===== src/rtl/img_rom_scan_ctrl_if.sv =====
// Pixel stream bundle between the image ROM scanner and the filter/display path.
// The master drives data, valid and frame/line markers; the slave returns ready.
interface img_rom_scan_ctrl_if #(
    parameter int DATA_WIDTH = 24
);
    logic [DATA_WIDTH-1:0] m_data;
    logic                  m_valid;
    logic                  m_ready;
    logic                  m_sof;
    logic                  m_eol;
    logic                  m_eof;

    modport master (output m_data, m_valid, m_sof, m_eol, m_eof, input m_ready);
    modport slave  (input m_data, m_valid, m_sof, m_eol, m_eof, output m_ready);
endinterface


===== src/rtl/img_rom_scan_ctrl.sv =====
// Raster-order read scheduler for the single-port image ROM. It shares the ROM
// between a ready/valid pixel stream and an alternating-priority auxiliary read port.
module img_rom_scan_ctrl #(
    parameter int ADDR_WIDTH = 16,
    parameter int DATA_WIDTH = 24,
    parameter int IMG_W      = 256,
    parameter int IMG_H      = 256
) (
    input  logic                  clk,
    input  logic                  rst,
    input  logic                  frame_start,
    output logic                  busy,
    img_rom_scan_ctrl_if.master   m_if,
    input  logic                  aux_req,
    input  logic [ADDR_WIDTH-1:0] aux_addr,
    output logic                  aux_gnt,
    output logic [DATA_WIDTH-1:0] aux_data,
    output logic                  aux_valid,
    output logic [ADDR_WIDTH-1:0] rom_addr,
    input  logic [DATA_WIDTH-1:0] rom_rd_data
);
    localparam int XW = (IMG_W > 1) ? $clog2(IMG_W) : 1;
    localparam int YW = (IMG_H > 1) ? $clog2(IMG_H) : 1;
    localparam int FW = DATA_WIDTH + 3;
    localparam logic [XW-1:0] X_LAST = XW'(IMG_W - 1);
    localparam logic [YW-1:0] Y_LAST = YW'(IMG_H - 1);

    typedef enum logic [1:0] {
        ST_IDLE   = 2'd0,
        ST_ACTIVE = 2'd1,
        ST_DRAIN  = 2'd2
    } state_t;

    state_t                state_r, state_s;
    logic                  busy_r;
    logic [XW-1:0]         x_r;
    logic [YW-1:0]         y_r;
    logic [ADDR_WIDTH-1:0] addr_r;
    logic                  inflight_r;
    logic [2:0]            flags_pend_r;
    logic [FW-1:0]         fifo_mem_r [4];
    logic [1:0]            wr_ptr_r, rd_ptr_r;
    logic [2:0]            fifo_cnt_r;
    logic                  last_aux_r;
    logic                  aux_pend_r;
    logic [DATA_WIDTH-1:0] aux_data_r;
    logic                  aux_valid_r;
    logic [ADDR_WIDTH-1:0] rom_addr_hold_r;

    logic                  stream_want_s, stream_gnt_s, aux_gnt_s;
    logic                  x_last_s, last_s, pop_s, push_s;
    logic [FW-1:0]         head_s;
    logic [ADDR_WIDTH-1:0] rom_addr_s;

    // Arbitration: a lone requester wins, contention alternates on last_aux_r.
    always_comb begin
        stream_want_s = 1'b0;
        aux_gnt_s     = 1'b0;
        stream_gnt_s  = 1'b0;
        if ((state_r == ST_ACTIVE) &&
            (({1'b0, fifo_cnt_r} + {3'b000, inflight_r}) < 4'd4)) begin
            stream_want_s = 1'b1;
        end else begin
            stream_want_s = 1'b0;
        end
        if (rst) begin
            aux_gnt_s    = 1'b0;
            stream_gnt_s = 1'b0;
        end else begin
            aux_gnt_s    = aux_req & (~stream_want_s | ~last_aux_r);
            stream_gnt_s = stream_want_s & ~aux_gnt_s;
        end
    end

    // Next-state decode, FIFO head view and ROM address mux.
    always_comb begin
        x_last_s = (x_r == X_LAST);
        last_s   = x_last_s && (y_r == Y_LAST);
        head_s   = fifo_mem_r[rd_ptr_r];
        push_s   = inflight_r;
        pop_s    = (fifo_cnt_r != 3'd0) & m_if.m_ready;
        state_s  = state_r;
        case (state_r)
            ST_IDLE: begin
                if (frame_start) state_s = ST_ACTIVE;
                else             state_s = ST_IDLE;
            end
            ST_ACTIVE: begin
                if (stream_gnt_s && last_s) state_s = ST_DRAIN;
                else                        state_s = ST_ACTIVE;
            end
            ST_DRAIN: begin
                // The eof beat is the final one, so its pop empties the pipe.
                if (pop_s && head_s[0]) state_s = ST_IDLE;
                else                    state_s = ST_DRAIN;
            end
            default: state_s = ST_IDLE;
        endcase
        if (aux_gnt_s)         rom_addr_s = aux_addr;
        else if (stream_gnt_s) rom_addr_s = addr_r;
        else                   rom_addr_s = rom_addr_hold_r;
    end

    // FSM state, busy flag, arbitration history and held ROM address.
    always_ff @(posedge clk) begin
        if (rst) begin
            state_r         <= ST_IDLE;
            busy_r          <= 1'b0;
            last_aux_r      <= 1'b1;
            rom_addr_hold_r <= '0;
        end else begin
            state_r         <= state_s;
            busy_r          <= (state_s != ST_IDLE);
            rom_addr_hold_r <= rom_addr_s;
            if (stream_want_s && aux_req) last_aux_r <= aux_gnt_s;
            else                          last_aux_r <= last_aux_r;
        end
    end

    // Raster counters and the one-cycle issue pipeline carrying the beat flags.
    always_ff @(posedge clk) begin
        if (rst) begin
            x_r          <= '0;
            y_r          <= '0;
            addr_r       <= '0;
            inflight_r   <= 1'b0;
            flags_pend_r <= 3'b000;
        end else begin
            inflight_r   <= stream_gnt_s;
            flags_pend_r <= {(addr_r == '0), x_last_s, last_s};
            if (stream_gnt_s) begin
                if (last_s) begin
                    x_r    <= '0;
                    y_r    <= '0;
                    addr_r <= '0;
                end else begin
                    addr_r <= addr_r + ADDR_WIDTH'(1);
                    if (x_last_s) begin
                        x_r <= '0;
                        y_r <= y_r + YW'(1);
                    end else begin
                        x_r <= x_r + XW'(1);
                    end
                end
            end
        end
    end

    // Four-entry output FIFO of {data, sof, eol, eof}.
    always_ff @(posedge clk) begin
        if (rst) begin
            for (int i = 0; i < 4; i++) fifo_mem_r[i] <= '0;
            wr_ptr_r   <= 2'd0;
            rd_ptr_r   <= 2'd0;
            fifo_cnt_r <= 3'd0;
        end else begin
            if (push_s) begin
                fifo_mem_r[wr_ptr_r] <= {rom_rd_data, flags_pend_r};
                wr_ptr_r             <= wr_ptr_r + 2'd1;
            end
            if (pop_s) rd_ptr_r <= rd_ptr_r + 2'd1;
            case ({push_s, pop_s})
                2'b10:   fifo_cnt_r <= fifo_cnt_r + 3'd1;
                2'b01:   fifo_cnt_r <= fifo_cnt_r - 3'd1;
                default: fifo_cnt_r <= fifo_cnt_r;
            endcase
        end
    end

    // Aux read return: capture data one cycle after the grant, pulse valid after.
    always_ff @(posedge clk) begin
        if (rst) begin
            aux_pend_r  <= 1'b0;
            aux_data_r  <= '0;
            aux_valid_r <= 1'b0;
        end else begin
            aux_pend_r  <= aux_gnt_s;
            aux_valid_r <= aux_pend_r;
            if (aux_pend_r) aux_data_r <= rom_rd_data;
        end
    end

    assign busy        = busy_r;
    assign m_if.m_valid = (fifo_cnt_r != 3'd0);
    assign m_if.m_data  = head_s[FW-1:3];
    assign m_if.m_sof   = head_s[2];
    assign m_if.m_eol   = head_s[1];
    assign m_if.m_eof   = head_s[0];
    assign aux_gnt     = aux_gnt_s;
    assign aux_data    = aux_data_r;
    assign aux_valid   = aux_valid_r;
    assign rom_addr    = rom_addr_s;
endmodule


===== src/flat_wrapper.sv =====
// flat-port wrapper written by rule: the top's interface ports become plain ports
module img_rom_scan_ctrl_flat 
#(
    parameter int ADDR_WIDTH = 16,
    parameter int DATA_WIDTH = 24,
    parameter int IMG_W      = 256,
    parameter int IMG_H      = 256
)
  (clk, rst, frame_start, busy, aux_req, aux_addr, aux_gnt, aux_data, aux_valid, rom_addr, rom_rd_data, m_if_m_data, m_if_m_valid, m_if_m_sof, m_if_m_eol, m_if_m_eof, m_if_m_ready);
  img_rom_scan_ctrl_if #(.DATA_WIDTH(DATA_WIDTH)) m_if_i ();
  input  logic clk;
  input  logic rst;
  input  logic frame_start;
  output logic busy;
  input  logic aux_req;
  input  logic [ADDR_WIDTH-1:0] aux_addr;
  output logic aux_gnt;
  output logic [DATA_WIDTH-1:0] aux_data;
  output logic aux_valid;
  output logic [ADDR_WIDTH-1:0] rom_addr;
  input  logic [DATA_WIDTH-1:0] rom_rd_data;
  output wire logic [$bits(m_if_i.m_data)-1:0] m_if_m_data;
  output wire logic [$bits(m_if_i.m_valid)-1:0] m_if_m_valid;
  output wire logic [$bits(m_if_i.m_sof)-1:0] m_if_m_sof;
  output wire logic [$bits(m_if_i.m_eol)-1:0] m_if_m_eol;
  output wire logic [$bits(m_if_i.m_eof)-1:0] m_if_m_eof;
  input wire logic [$bits(m_if_i.m_ready)-1:0] m_if_m_ready;
  assign m_if_m_data = m_if_i.m_data;
  assign m_if_m_valid = m_if_i.m_valid;
  assign m_if_m_sof = m_if_i.m_sof;
  assign m_if_m_eol = m_if_i.m_eol;
  assign m_if_m_eof = m_if_i.m_eof;
  assign m_if_i.m_ready = m_if_m_ready;
  img_rom_scan_ctrl #(.ADDR_WIDTH(ADDR_WIDTH), .DATA_WIDTH(DATA_WIDTH), .IMG_W(IMG_W), .IMG_H(IMG_H)) u_core (.clk(clk), .rst(rst), .frame_start(frame_start), .busy(busy), .m_if(m_if_i), .aux_req(aux_req), .aux_addr(aux_addr), .aux_gnt(aux_gnt), .aux_data(aux_data), .aux_valid(aux_valid), .rom_addr(rom_addr), .rom_rd_data(rom_rd_data));
endmodule

===== config.mk =====
export PLATFORM = sky130hd
export DESIGN_NAME = img_rom_scan_ctrl_flat
export DESIGN_NICKNAME = d
export VERILOG_FILES = /design/src/rtl/img_rom_scan_ctrl_if.sv /design/src/rtl/img_rom_scan_ctrl.sv /design/src/flat_wrapper.sv
export SDC_FILE = /design/constraint.sdc
export NUM_CORES = 1
export LEC_CHECK = 0
export CAP_MARGIN = 40
export CORE_MARGIN = 2
export CORE_UTILIZATION = 59
export CTS_CLUSTER_DIAMETER = 60
export DETAILED_ROUTE_END_ITERATION = 8
export PLACE_DENSITY = 0.87
export SYNTH_ARGS = -nofsm -noshare
export SYNTH_HDL_FRONTEND = slang
export SYNTH_SLANG_ARGS = --single-unit

===== constraint.sdc =====
create_clock -name clk -period 6.78 [get_ports clk]
set_input_delay 1.017 -clock clk [delete_from_list [all_inputs] [get_ports clk]]
set_output_delay 1.017 -clock clk [all_outputs]
set_load 0.01 [all_outputs]

==> impl_metrics.sql, run 1 <==
INSERT INTO impl_metrics (metric_group, metric, value, unit) VALUES
('cts', 'clockBufferDepth', '2', ''),
('pwr', 'ir_worst_vdd', '0.192', 'mV'),
('cts', 'post_cts_setup_buffer_count', '0', ''),
('synthesis', 'synth_compound_area_frac', '0.0891', ''),
('synthesis', 'synth_top_cell_by_area', 'sky130_fd_sc_hd__edfxtp_1', ''),
('cts', 'cts_buffers', '17', ''),
('floorplanning', 'die_area', '15900', 'sq um'),
('synthesis', 'synth_simple_gate_area_share', '0.189', ''),
('synthesis', 'syn_area', '8790', 'sq um'),
('synthesis', 'netlist-cell-type-count', '60', ''),
('critical_path', 'crit_fanout', '29', ''),
('sta', 'fin_tns_setup', '0', 'ns'),
('floorplanning', 'core_region_area', '14500', 'sq um'),
('finish', 'post_route_core_utilization', '0.738', ''),
('cts', 'post_cts_resize_count', '0', ''),
('sta', 'hold_slack', '0.494', 'ns'),
('critical_path', 'critical_path.slowest_cell', 'sky130_fd_sc_hd__o311a_1', ''),
('floorplanning', 'core.rowCount', '44', ''),
('cts', 'cts_tree', 'yes', ''),
('critical_path', 'end_kind', 'primary output', ''),
('global_route', 'groute.usage.overall', '0.263', ''),
('synthesis', 'synth_nets', '790', ''),
('sta', 'final.period_utilization', '0.645', ''),
('critical_path', 'crit_required', '5.76', 'ns'),
('synthesis', 'post_synth_edffs', '108', ''),
('critical_path', 'worstPathCellList', 'clkdlybuf4s50_1, o311a_1, a221o_1, clkdlybuf4s50_1', ''),
('synthesis', 'synth_seq_area_share', '0.576', ''),
('critical_path', 'critical_path_buf_inv_count', '2', ''),
('sta', 'report.final.slew_viol_count', '0', ''),
('synthesis', 'post-synth-top-count-cell', 'sky130_fd_sc_hd__edfxtp_1', ''),
('synthesis', 'yosys_most_used_dff', 'sky130_fd_sc_hd__edfxtp_1', ''),
('sta', 'achievable-frequency', '229', 'MHz'),
('synthesis', 'postSynthCellCount', '739', ''),
('placement', 'port-buffer-count', '115', ''),
('synthesis', 'yosys.area_share.xor_xnor', '0.00797', ''),
('floorplanning', 'fp.dieW', '126', 'um'),
('finish', 'final_nets', '889', ''),
('cts', 'h-tree-depth', '4', ''),
('synthesis', 'netlist.area_leader.share', '0.369', ''),
('critical_path', 'worst_path_most_repeated_cell', 'sky130_fd_sc_hd__clkdlybuf4s50_1', ''),
('floorplanning', 'dieHeight', '126', 'um'),
('cts', 'postCtsHoldBufs', '0', ''),
('critical_path', 'cp_slowest_stage_delay', '0.86', 'ns'),
('floorplanning', 'initial_core_utilization', '0.605', ''),
('synthesis', 'cell_types_occupying_the_most_area_after_synthesis', 'sky130_fd_sc_hd__edfxtp_1 37%, sky130_fd_sc_hd__dfxtp_1 21%, sky130_fd_sc_hd__mux4_2 6.9%', ''),
('sta', 'finalSetupViolCount', '0', ''),
('route', 'detail_route.first_pass.iterations', '5', ''),
('synthesis', 'synth_seq_cells', '199', ''),
('cts', 'cts_root_buf', 'sky130_fd_sc_hd__clkbuf_16', ''),
('run', 'timing.max_cap.violations', '0', ''),
('sta', 'period_minus_slack', '4.38', 'ns'),
('global_route', 'grt_first_pass_wirelength', '32900', 'um'),
('route', 'wl_per_cell', '19.6', 'um'),
('synthesis', 'synth.avg_cell_area', '11.9', 'sq um'),
('cts', 'clock_tree_sinks', '199', ''),
('route', 'num_vias', '6419', ''),
('critical_path', 'worst-setup-path-type', 'primary input to primary output', ''),
('synthesis', 'synth_adder_area_share', '0.00939', ''),
('cts', 'insertion_delay', '0.43', 'ns'),
('synthesis', 'yosys-top-cells-count', '108 x sky130_fd_sc_hd__edfxtp_1, 94 x sky130_fd_sc_hd__and2_1, 91 x sky130_fd_sc_hd__dfxtp_1, 46 x sky130_fd_sc_hd__nor2_1, 41 x sky130_fd_sc_hd__nand2_1', ''),
('pwr', 'p_leak', '3.87', 'nW'),
('pwr', 'power.density_cell_area', '279', 'nW/um^2'),
('route', 'drc', '0', ''),
('sta', 'clock_skew', '0.00739', 'ns'),
('sta', 'setup_repair_after_global_routing_missed_its_margin', 'false', ''),
('synthesis', 'mux_share_of_post_synthesis_cell_area', '0.0989', ''),
('run_status', 'outcome', 'completed', ''),
('finish', 'antenna_cells_inserted', '0', ''),
('route', 'routed_via_count_divided_by_cell_count', '6.20', ''),
('critical_path', 'critical_path.top_delay_family', 'compound AO/OA/AOI/OAI gates', ''),
('synthesis', 'yosysWarnings', '0', '');
==> cell families (layout without fill, tap and decap cells) <==
logic type / Yosys count / in the layout
flops: 199 / 199
simple gates: 291 / 291
buf+inv: 64 / 176
fa+ha+maj: 6 / 6
mux: 53 / 53
compound gates: 118 / 118
xor+xnor: 8 / 8
==> routing by layer <==
| layer | global-route usage | share of wire |
|---|---|---|
| met1 | 0.329 | 0.40 |
| met4 | 0.0970 | 0.021 |
| met3 | 0.0582 | 0.060 |
| met2 | 0.452 | 0.52 |
| met5 | 0 | 0 |
==> metrics by stage <==
stage,instances,setup slack [ns],power [mW],cell area [sq um]
after floorplan,739,3.48,1.70,8790
after global placement,1000,2.54,1.92,10100
after detailed placement,1003,2.43,1.96,10100
after CTS,1035,2.45,3.01,10700
after global routing,1035,2.30,3.09,10700
final,1035,2.40,2.99,10700
==> worst register-to-register path, stage by stage, from the launching register on <==
cell and delay [ns]:
sky130_fd_sc_hd__dfxtp_1 0.31, sky130_fd_sc_hd__buf_4 0.24, sky130_fd_sc_hd__nand3_1 0.24, sky130_fd_sc_hd__nand3_1 0.57, sky130_fd_sc_hd__or4_1 0.73, sky130_fd_sc_hd__a21oi_1 0.16
==> report_power, final <==
| part | internal, mW | switching (mW) | total (mW) |
|---|---|---|---|
| sequential | 1.33 | 0.0576 | 1.39 |
| combinational | 0.293 | 0.242 | 0.536 |
| clock | 0.622 | 0.443 | 1.07 |
| total | 2.25 | 0.743 | 2.99 |
==> registers in the layout (all words and copies together) (netlist names), 2 cells and up, named ones only <==
name                    count
u_core.fifo_mem_r         108
u_core.aux_data            24
u_core.addr_r              16
u_core.rom_addr_hold_r     16
u_core.x_r                  8
u_core.y_r                  8
u_core.fifo_cnt_r           3
u_core.flags_pend_r         3
u_core.rd_ptr_r             2
u_core.state_r              2
u_core.wr_ptr_r             2
==> final cells by class <==
cell class / count / area, sq um
clock buffers: 18 / 429
clock inverters: 14 / 199
fillers: 923 / 3800
inverters: 14 / 52.6
multi-input cells: 476 / 3480
flip-flops and latches: 199 / 5070
well taps: 184 / 230
repair buffers: 130 / 1270
==> cells in the final DEF, fill, tap and decap left out, types with 12 or more instances in the layout <==
cell | Yosys | final
sky130_fd_sc_hd__clkbuf_16 | 0 | 17
sky130_fd_sc_hd__mux2i_1 | 25 | 25
sky130_fd_sc_hd__inv_1 | 13 | 13
sky130_fd_sc_hd__buf_4 | 0 | 14
sky130_fd_sc_hd__nand2_1 | 41 | 41
sky130_fd_sc_hd__a22oi_1 | 13 | 13
sky130_fd_sc_hd__edfxtp_1 | 108 | 108
sky130_fd_sc_hd__mux4_2 | 27 | 27
sky130_fd_sc_hd__or3_1 | 12 | 12
sky130_fd_sc_hd__and2_1 | 94 | 94
sky130_fd_sc_hd__nand3_1 | 16 | 16
sky130_fd_sc_hd__and3_1 | 34 | 34
sky130_fd_sc_hd__dfxtp_1 | 91 | 89
sky130_fd_sc_hd__clkdlybuf4s50_1 | 0 | 114
sky130_fd_sc_hd__a21oi_1 | 34 | 34
sky130_fd_sc_hd__o21ai_1 | 25 | 25
sky130_fd_sc_hd__nor2_1 | 46 | 46
sky130_fd_sc_hd__a221o_1 | 13 | 13
==> worst paths after layout <==
path	from	endpoint	slack (ns)	cells after the start
setup / recovery	aux_req	rom_addr[4]	2.40	4
hold reg to reg	u_core.y_r[5]	u_core.y_r[5]	0.49	2
setup reg to reg	u_core.inflight_r	u_core.addr_r[7]	4.47	5
hold / removal	u_core.y_r[5]	u_core.y_r[5]	0.49	2
Note: power is estimated with default switching activity, not from simulation.
==> run 2: changes to the inputs <==
--- a/config.mk
+++ b/config.mk
@@ -7,10 +7,10 @@
 export LEC_CHECK = 0
 export CAP_MARGIN = 40
 export CORE_MARGIN = 2
-export CORE_UTILIZATION = 59
+export CORE_UTILIZATION = 55
 export CTS_CLUSTER_DIAMETER = 60
 export DETAILED_ROUTE_END_ITERATION = 8
-export PLACE_DENSITY = 0.87
+export PLACE_DENSITY = 0.82
 export SYNTH_ARGS = -nofsm -noshare
 export SYNTH_HDL_FRONTEND = slang
 export SYNTH_SLANG_ARGS = --single-unit
==> constraint.sdc (replaced) <==
create_clock -name clk -period 4.15 [get_ports clk]
set_input_delay 0.6225 -clock clk [delete_from_list [all_inputs] [get_ports clk]]
set_output_delay 0.6225 -clock clk [all_outputs]
set_load 0.01 [all_outputs]
==> run 2 against run 1 <==
Via count shrank 1.5%; sequential share of layout area shrank 0.19 points; global-route usage shrank 2.2 points; clock skew grew 0.0053 ns; first-iteration DRC count shrank 35%; worst setup slack lost 1.7 ns; worst hold slack lost 0.010 ns; design area grew 0.41%; highest routed layer unchanged.
==> impl_metrics.sql, run 2 (synthesis results as in run 1) <==
INSERT INTO impl_metrics (metric_group, metric, value, unit) VALUES
('run_status', 'outcome', 'completed', ''),
('global_route', 'groute.usage.overall', '0.242', ''),
('finish', 'antenna_cells_inserted', '0', ''),
('route', 'routed_via_count_divided_by_cell_count', '5.91', ''),
('finish', 'final_cell_mix', '114 x sky130_fd_sc_hd__clkdlybuf4s50_1, 108 x sky130_fd_sc_hd__edfxtp_1, 94 x sky130_fd_sc_hd__and2_1, 89 x sky130_fd_sc_hd__dfxtp_1, 46 x sky130_fd_sc_hd__nor2_1', ''),
('sta', 'finalSetupViolCount', '0', ''),
('finish', 'filler_cell_count', '1156', ''),
('pwr', 'p_leak', '3.88', 'nW'),
('route', 'detail_route.first_pass.iterations', '5', ''),
('global_route', 'grt.overflow.total', '0', ''),
('min_path', 'timing.hold.worst_path_depth', '2', ''),
('finish', 'largest_register_ff_count', '108', ''),
('sta', 'report.final.slew_viol_count', '0', ''),
('critical_path', 'crit_required', '3.53', 'ns'),
('critical_path', 'worstSetupStartpointType', 'flop', ''),
('floorplanning', 'fp.dieW', '130', 'um'),
('critical_path', 'worst-setup-path-type', 'flop to primary output', ''),
('sta', 'fin_tns_setup', '0', 'ns'),
('route', 'num_vias', '6322', ''),
('sta', 'achievable-frequency', '286', 'MHz'),
('finish', 'multi_input_comb_area', '3490', 'sq um'),
('cts', 'clockBufferDepth', '2', ''),
('finish', 'areaGrowthSynthToFinish', '22.6', '%'),
('cts', 'cts_root_buf', 'sky130_fd_sc_hd__clkbuf_16', ''),
('cts', 'clock_tree_sinks', '199', ''),
('global_route', 'largest_net_degree_at_the_start_of_global_routing', '73', ''),
('route', 'drtIter0Drc', '385', ''),
('cts', 'post_cts_resize_count', '0', ''),
('route', 'final_antenna_net_count', '0', ''),
('finish', 'final_nets', '892', ''),
('placement', 'place_congestion', '0.864', ''),
('cts', 'post_cts_setup_buffer_count', '0', ''),
('finish', 'register_area', '5070', 'sq um'),
('placement', 'dpl.cell_count', '1038', ''),
('pwr', 'power.density_cell_area', '443', 'nW/um^2'),
('sta', 'hold_viol', '0', ''),
('route', 'drc', '0', ''),
('placement', 'place.detailed.hpwl', '12900', 'um'),
('sta', 'worstMarginPinSlew', '0.864', 'ns'),
('sta', 'setup_repair_after_global_routing_missed_its_margin', 'false', ''),
('min_path', 'worstHoldPathType', 'flop to flop', ''),
('cts', 'postCtsHoldBufs', '0', ''),
('critical_path', 'crit_fanout', '34', ''),
('critical_path', 'worstPathCellList', 'buf_4, nand3_1, nand4_2, inv_2, and2_1, a221o_1, clkdlybuf4s50_1', ''),
('floorplanning', 'ioPinCount', '116', ''),
('global_route', 'grt_first_pass_wirelength', '31400', 'um'),
('floorplanning', 'dieHeight', '130', 'um'),
('finish', 'max_flop_register', 'u_core.fifo_mem_r', ''),
('global_route', 'number_of_global_route_vias_before_repair', '6378', ''),
('critical_path', 'cp_slowest_stage_delay', '0.51', 'ns'),
('route', 'wl_final', '20000', 'um'),
('sta', 'max_transition_margin', '0.424', ''),
('sta', 'clock_skew', '0.0127', 'ns'),
('cts', 'h-tree-depth', '4', ''),
('critical_path', 'cp.arrival', '2.87', 'ns'),
('finish', 'drive_above_1_share', '0.102', ''),
('floorplanning', 'core.rowCount', '46', ''),
('critical_path', 'timing.reg2reg.setup_slack', '1.66', 'ns'),
('route', 'wl_per_cell', '18.6', 'um'),
('global_route', 'antenna_found_initial', '0', ''),
('floorplanning', 'core_region_area', '15800', 'sq um'),
('cts', 'worst_setup_hold_path_clk_slew', '0.07', 'ns'),
('floorplanning', 'die_area', '17000', 'sq um'),
('sta', 'period_minus_slack', '3.49', 'ns'),
('run', 'timing.max_cap.violations', '0', ''),
('floorplanning', 'initial_core_utilization', '0.558', ''),
('critical_path', 'r2r_cell_count', '5', ''),
('critical_path', 'critical_path.slowest_cell', 'sky130_fd_sc_hd__clkdlybuf4s50_1', ''),
('cts', 'cts_tree', 'yes', ''),
('cts', 'insertion_delay', '0.43', 'ns'),
('sta', 'final.period_utilization', '0.842', ''),
('placement', 'port-buffer-count', '115', ''),
('pwr', 'ir_worst_vdd', '0.335', 'mV'),
('critical_path', 'end_kind', 'primary output', ''),
('cts', 'cts_buffers', '17', ''),
('finish', 'final_common_cell', 'sky130_fd_sc_hd__clkdlybuf4s50_1', ''),
('finish', 'final_cells', '1070', '');
-- run 2: changes by cell type in the layout (fill, tap and decap cells not counted), moves of 2 or more --
cell                        delta
sky130_fd_sc_hd__clkbuf_8      +2
sky130_fd_sc_hd__buf_4         +2
sky130_fd_sc_hd__clkinv_4      -2
sky130_fd_sc_hd__bufinv_16     -2
-- run 2: metal layers --
| layer | wire length, um | share of wire | up-vias | track usage |
|---|---|---|---|---|
| met5 | 0 | 0 | - | 0 |
| met4 | 399 | 0.020 | 0 | 0.0964 |
| met3 | 993 | 0.050 | 32 | 0.0489 |
| met2 | 10500 | 0.52 | 214 | 0.437 |
| met1 | 8100 | 0.41 | 3123 | 0.283 |
| li1 | - | - | 2953 | - |
-- run 2: metrics by stage --
stage | util | setup slack, ns | area (sq um) | hold slack [ns] | power, mW
after global placement | 0.643 | 0.818 | 10100 | 0.457 | 3.15
after global routing | 0.683 | 0.514 | 10800 | 0.517 | 4.95
after CTS | 0.683 | 0.675 | 10800 | 0.487 | 4.81
final | 0.683 | 0.655 | 10800 | 0.484 | 4.78
after floorplan | - | 1.24 | 8790 | 0.447 | 2.78
after detailed placement | 0.647 | 0.733 | 10200 | 0.476 | 3.20
-- run 2: power by group --
group / switching [mW] / internal, mW
Clock: 0.703 / 0.921
Combinational: 0.412 / 0.484
Sequential: 0.0783 / 2.18
Total: 1.19 / 3.58
-- run 2: critical path, delay by kind of cell, from the launching register on --
family | cells | cell delay, ns
buffers and inverters | 3 | 1.07
AND/OR/NAND/NOR | 3 | 0.78
flip-flops | 1 | 0.31
AO/OA/AOI/OAI | 1 | 0.27
-- run 2: worst paths after layout --
kind / startpoint / to
worst max-delay path: u_core.inflight_r / rom_addr[5]
worst min-delay path: u_core.x_r[1] / u_core.x_r[1]
worst max register to register: u_core.inflight_r / u_core.fifo_mem_r[2][0]
worst min register to register: u_core.x_r[1] / u_core.x_r[1]
-- run 2: layout make-up --
type                            instances  share of cell area
Tap cell                              216              0.0251
Sequential cell                       199               0.470
Clock buffer                           21              0.0427
Clock inverter                         11              0.0111
Timing Repair Buffer                  133               0.122
Multi-Input combinational cell        476               0.324
Inverter                               14             0.00488
